`config.mk`:
```
export PLATFORM = sky130hd
export DESIGN_NAME = pong_scoreboard
export DESIGN_NICKNAME = d
export VERILOG_FILES = /design/src/rtl/pong_scoreboard.sv
export SDC_FILE = /design/constraint.sdc
export NUM_CORES = 1
export LEC_CHECK = 0
export ABC_AREA = 1
export CORE_MARGIN = 3
export CORE_UTILIZATION = 45
export DETAILED_ROUTE_END_ITERATION = 10
export PLACE_DENSITY = 0.69
export SKIP_CTS_REPAIR_TIMING = 1
export SLEW_MARGIN = 15
export SYNTH_ARGS = -nofsm -noshare
export SYNTH_HDL_FRONTEND = slang
export SYNTH_SLANG_ARGS = --single-unit
```
`constraint.sdc`:
```
create_clock -name Clk -period 2.3 [get_ports Clk]
set_input_delay 0.69 -clock Clk [delete_from_list [all_inputs] [get_ports Clk]]
set_output_delay 0.69 -clock Clk [all_outputs]
set_load 0.02 [all_outputs]
```
`src/rtl/pong_scoreboard.sv`:
```
// Pong scoreboard: ball-window tracking, scoring with point hold, game-over
// detection and a multiplexed four-digit 7-segment display.
//
// state | meaning
// IDLE  | waiting for Begin after reset
// PLAY  | ball in flight; end windows open and close on Tick
// POINT | a point was scored; counting Tick pulses before play resumes
// OVER  | a side reached WIN_SCORE; waiting for Begin
module pong_scoreboard #(
  parameter int WIN_SCORE    = 9,
  parameter int POINT_HOLD   = 4,
  parameter int REFRESH_BITS = 17
) (
  input  logic       Clk,
  input  logic       Rst,
  input  logic       Tick,
  input  logic [7:0] Led,
  input  logic       HitL,
  input  logic       HitR,
  input  logic       Begin,
  output logic [3:0] ScoreL,
  output logic [3:0] ScoreR,
  output logic [6:0] Seg,
  output logic [3:0] An,
  output logic       GameOver,
  output logic [1:0] Winner
);

  localparam int HOLD_W = (POINT_HOLD > 1) ? $clog2(POINT_HOLD) : 1;
  localparam logic [3:0] WIN = 4'(WIN_SCORE);
  localparam logic [HOLD_W-1:0] HOLD_LOAD = HOLD_W'(POINT_HOLD - 1);

  typedef enum logic [1:0] {IDLE = 2'd0, PLAY = 2'd1, POINT = 2'd2, OVER = 2'd3} state_t;

  state_t state, state_nxt;
  logic win_l, win_r, win_l_nxt, win_r_nxt;
  logic [3:0] score_l_nxt, score_r_nxt;
  logic [HOLD_W-1:0] hold, hold_nxt;
  logic [REFRESH_BITS-1:0] refresh;
  logic [1:0] dsel;
  logic [3:0] digit;
  logic [3:0] an_nxt;
  logic [6:0] seg_nxt;
  logic left_won, right_won;

  assign left_won  = (ScoreL == WIN);
  assign right_won = (ScoreR == WIN);

  always_ff @(posedge Clk or posedge Rst) begin
    if (Rst) begin
      state  <= IDLE;
      ScoreL <= '0;
      ScoreR <= '0;
      win_l  <= 1'b0;
      win_r  <= 1'b0;
      hold   <= '0;
    end else begin
      state  <= state_nxt;
      ScoreL <= score_l_nxt;
      ScoreR <= score_r_nxt;
      win_l  <= win_l_nxt;
      win_r  <= win_r_nxt;
      hold   <= hold_nxt;
    end
  end

  always_comb begin
    state_nxt   = state;
    score_l_nxt = ScoreL;
    score_r_nxt = ScoreR;
    win_l_nxt   = win_l;
    win_r_nxt   = win_r;
    hold_nxt    = hold;
    case (state)
      IDLE, OVER: begin
        if (Begin) begin
          state_nxt   = PLAY;
          score_l_nxt = '0;
          score_r_nxt = '0;
          win_l_nxt   = 1'b0;
          win_r_nxt   = 1'b0;
        end
      end
      PLAY: begin
        // A hit in the same cycle as the closing Tick still counts as a return.
        if (win_l) begin
          if (HitL) begin
            win_l_nxt = 1'b0;
          end else if (Tick) begin
            win_l_nxt = 1'b0;
            if (ScoreR < WIN) score_r_nxt = ScoreR + 4'd1;
            hold_nxt  = HOLD_LOAD;
            state_nxt = POINT;
          end
        end else if (win_r) begin
          if (HitR) begin
            win_r_nxt = 1'b0;
          end else if (Tick) begin
            win_r_nxt = 1'b0;
            if (ScoreL < WIN) score_l_nxt = ScoreL + 4'd1;
            hold_nxt  = HOLD_LOAD;
            state_nxt = POINT;
          end
        end else if (Tick) begin
          win_l_nxt = (Led == 8'h80);
          win_r_nxt = (Led == 8'h01);
        end
      end
      POINT: begin
        if (Tick) begin
          if (hold == '0) state_nxt = (left_won || right_won) ? OVER : PLAY;
          else            hold_nxt  = hold - 1'b1;
        end
      end
      default: state_nxt = IDLE;
    endcase
  end

  assign GameOver = (state == OVER);
  assign Winner   = (state != OVER) ? 2'b00 :
                    left_won        ? 2'b01 :
                    right_won       ? 2'b10 : 2'b00;

  assign dsel = refresh[REFRESH_BITS-1 -: 2];

  // Code 4'hF falls through the decoder as a blank digit.
  always_comb begin
    an_nxt  = 4'hF;
    digit   = 4'hF;
    seg_nxt = 7'h7F;
    case (dsel)
      2'd0: begin
        an_nxt = 4'b1110;
        digit  = (GameOver && left_won) ? 4'hF : ScoreR;
      end
      2'd1: an_nxt = 4'b1101;
      2'd2: an_nxt = 4'b1011;
      default: begin
        an_nxt = 4'b0111;
        digit  = (GameOver && !left_won) ? 4'hF : ScoreL;
      end
    endcase
    case (digit)
      4'd0:    seg_nxt = 7'b0000001;
      4'd1:    seg_nxt = 7'b1001111;
      4'd2:    seg_nxt = 7'b0010010;
      4'd3:    seg_nxt = 7'b0000110;
      4'd4:    seg_nxt = 7'b1001100;
      4'd5:    seg_nxt = 7'b0100100;
      4'd6:    seg_nxt = 7'b0100000;
      4'd7:    seg_nxt = 7'b0001111;
      4'd8:    seg_nxt = 7'b0000000;
      4'd9:    seg_nxt = 7'b0000100;
      default: seg_nxt = 7'h7F;
    endcase
  end

  always_ff @(posedge Clk or posedge Rst) begin
    if (Rst) begin
      refresh <= '0;
      An      <= 4'hF;
      Seg     <= 7'h7F;
    end else begin
      refresh <= refresh + 1'b1;
      An      <= an_nxt;
      Seg     <= seg_nxt;
    end
  end

endmodule

```
==> summary.md <==
| Metric | Value |
|---|---|
| Status | `complete, no violations` |
| Clk_skew | `about 0.0084 ns` |
| DRT iter0 DRCs | `47` |
| Slowest CP cell | `dfrtp_1` |
| Syn_nets | `roughly 320` |
| Die height | `80.09 um` |
| Drt first pass iters | `4` |
| F_max | `461.6 MHz` |
| Type of origin of the critical path | `flop` |
| Final HPWL DP | `3819 um` |
| Commonest non-fill, non-tap cell in the layout | `nand2_1` |
| TritonCTS clock tree | `done` |
| Critical R2R Capture | `ScoreR[1]$_DFFE_PP0P_` |
| Drt via density | `just under 5` |
| Adder-Cell Fraction of Synth Area | `0.1114` |
| Worst-path clk slew | `0.09 ns` |
| Final hold viol count | `0` |
| Initial Util | `0.4745` |
| Flops & latches, synth | `42` |
| Reg2Reg Setup Slack | `between 0.2 and 0.3 ns` |
| Hold Crit Class | `reg2reg` |
| Pwr Density | `841.8 mW/mm2` |
| Wire per inst | `~12 um` |
| Area Growth Syn to Fin | `26.24%` |
| Mapped Cells | `285` |
| First-pass GRT wire length | `between 8000 and 9000 um` |
| Max H-tree Level | `2` |
| PortBufs | `35` |
| Layout cells sized above 1 | `0.1538` |
| Worst r2r src | `state[0]$_DFFE_PP0P_` |
| Clock sinks | `42` |
| Crit end category | `primary output` |
| Max_slew headroom | `0.6847` |
| Final period util | `0.9418` |
| Post-synthesis simple-gate area fraction | `0.2720` |
| Netlist Area Pre-Place | `between 0.002 and 0.0025 mm2` |
| Worst path max stage delay | `approximately 0.39 ns` |
| Mean Syn Cell Area | `about 8.7 um2` |
| Slew @ Worst Pin | `around 0.47 ns` |
| Pin count of the biggest net entering global routing | `43` |
| # rows | `26` |
| Leak | `0.001554 uW` |
| # DRC | `0` |
| Total core area | `between 0.005 and 0.006 mm2` |
| Total wire length | `4888 um` |
| Root Driver | `clkbuf_8` |
| # diodes | `0` |
| RSZ-0062 raised after global routing | `false` |
| Critical path fanouts, max | `2` |
| Number of global-route vias before repair | `1893` |
| Max Cap Viol | `0` |
| Worst Setup Slack post-DPL | `between 0.07 and 0.08 ns` |
| Yosys top cell area share | `0.3141` |
| Register area share after synthesis | `0.4311` |
| Clock Latency Late Sink | `0.30 ns` |
| Worst Setup Slack, final | `~0.13 ns` |
| Final-stage net count | `approximately 370` |
| Smallest hold slack | `0.4555 ns` |
| I/O Pins | `36` |
| Largest area contributor in the netlist | `dfrtp_1` |
| Final setup viols | `0` |
| Clock buffer count from CTS | `5` |
| Post-synthesis compound-gate area fraction | `0.05724` |
| Crit path kind | `reg2out` |
| Crit path cell chain | `ha_1 -> nand3_1 -> nand2_2 -> nor2_1 -> dlymetal6s2s_1` |
| Distinct cells, synth | `33` |
| Total congestion overflow | `0` |
| Fin. max-slew vios | `0` |
| Initial antenna violation count | `0` |
| Fill cell count | `479` |
| Die extent in x | `roughly 80 um` |
| Synthesized-area fraction occupied by xor and xnor cells | `0.05674` |
| DIE AREA | `0.006414 mm2` |
| Commonest cells after routing, fill and taps aside | `nand2_1 (52), inv_1 (39), clkdlybuf4s50_1 (32), dfrtp_1 (31), nand3_1 (24)` |
| Reg2reg path depth | `8` |
| Largest cells by area after synthesis | `dfrtp_1 (31%), dfstp_2 (12%), ha_1 (11%)` |
| Hold Path Stages | `1` |
| Antenna Nets Post-Route | `0` |
| Data required, critical path | `approximately 1.6 ns` |
| Crit path DAT | `around 1.5 ns` |
| Largest family of logic cells by synthesized area | `simple AND/OR/NAND/NOR gates` |
| Max Root-Sink Buffers | `2` |
| Peak supply drop | `between 0.3 and 0.4 mV` |
| Hold worst-path end | `refresh[0]$_DFF_PP0_` |
| Synth Warn # | `0` |
| Total track usage | `0.1694` |
| Final worst path period need | `~2.2 ns` |
| Mux cell area share after synthesis | `0` |
| Worst Hold Launch | `refresh[0]$_DFF_PP0_` |
| Placer Congestion | `roughly 0.85` |
| Via Count | `1986` |
kinds of logic (layout without fill, tap and decap cells):
logic type,after synthesis,after routing
and+or+nand+nor,132,132
buffers and inverters,46,99
DFF,42,42
AOI/OAI and AO/OA,27,27
adders and majority gates,22,22
xor gates and xnor gates,16,16
registers in the layout (all words and copies together), names as in the netlist:
name	count
refresh	17
Seg	7
An	4
ScoreL	4
ScoreR	4
hold	2
state	2
win_l	1
win_r	1
worst max-delay path, delay by kind of cell (launching register included):
family        cells  cell delay (ns)
fa+ha+maj         1             0.23
buf+inv           1             0.24
simple gates      3             0.32
flops             1             0.39
report_power, final:
group | internal, uW | leakage [uW] | switching [uW]
Sequential | 867 | 0.000520 | 50.4
Clock | 325 | 0.0000585 | 263
Combinational | 439 | 0.000976 | 680
Total | 1630 | 0.00155 | 994
synthesized netlist by cell type:
library cell,n
inv_2,5
nand2_2,5
dfrtp_1,31
or2_1,1
dfstp_2,11
nand3_1,24
nor3_1,7
or2_2,1
nand4_1,7
or2_0,1
inv_1,39
nand2_4,1
nor4_1,3
nand4_2,2
nor2_2,2
xnor2_1,3
clkinv_1,1
nor4_4,1
nand2_1,52
a21oi_1,8
o22ai_1,1
xor2_1,13
nand3_2,1
o21a_1,1
a21boi_0,1
ha_1,22
nor2_4,2
nand3b_1,3
o21ai_0,13
buf_4,1
nor2_1,18
nor3_4,1
o21ai_1,3
metal layers:
layer	up-vias	track usage	part of all wire
li1	1023	-	-
met1	929	0.2100	0.46
met2	28	0.2964	0.50
met3	6	0.04036	0.030
met4	0	0.04054	0.011
met5	-	0	0
stage by stage:
step           instances  power [uW]  TNS [ns]  cell area [um2]  utilization
2_1_floorplan        285        1657         0             2470            -
3_3_place_gp         400        2025         0             2995       0.5755
3_5_place_dp         400        2050         0             2995       0.5755
4_1_cts              408        2646   -0.5173             3108       0.5971
5_1_grt              408        2832         0             3118       0.5990
6_report             408        2625         0             3118       0.5990
layout make-up:
type | count | area, um2 | area share
Timing Repair Buffer | 46 | 452.9 | 0.1453
Tap cell | 70 | 87.58 | 0.02809
Clock inverter | 3 | 43.79 | 0.01404
Inverter | 45 | 168.9 | 0.05417
Sequential cell | 42 | 1065 | 0.3415
Multi-Input combinational cell | 197 | 1231 | 0.3949
Clock buffer | 5 | 68.82 | 0.02207
worst max path at each step:
stage                                startpoint        end  slack (ns)  depth (start not counted)
after floorplan           ScoreL[1]$_DFFE_PP0P_  Winner[1]        0.33                          5
after global placement    ScoreR[1]$_DFFE_PP0P_  Winner[1]        0.11                          7
after detailed placement  ScoreL[0]$_DFFE_PP0P_  Winner[1]        0.08                          5
after CTS                 ScoreR[1]$_DFFE_PP0P_  Winner[1]       -0.26                          7
after global routing      ScoreR[1]$_DFFE_PP0P_  Winner[1]        0.02                          7
final                     ScoreL[0]$_DFFE_PP0P_  Winner[1]        0.13                          5
Note: power is estimated with default switching activity, not from simulation.
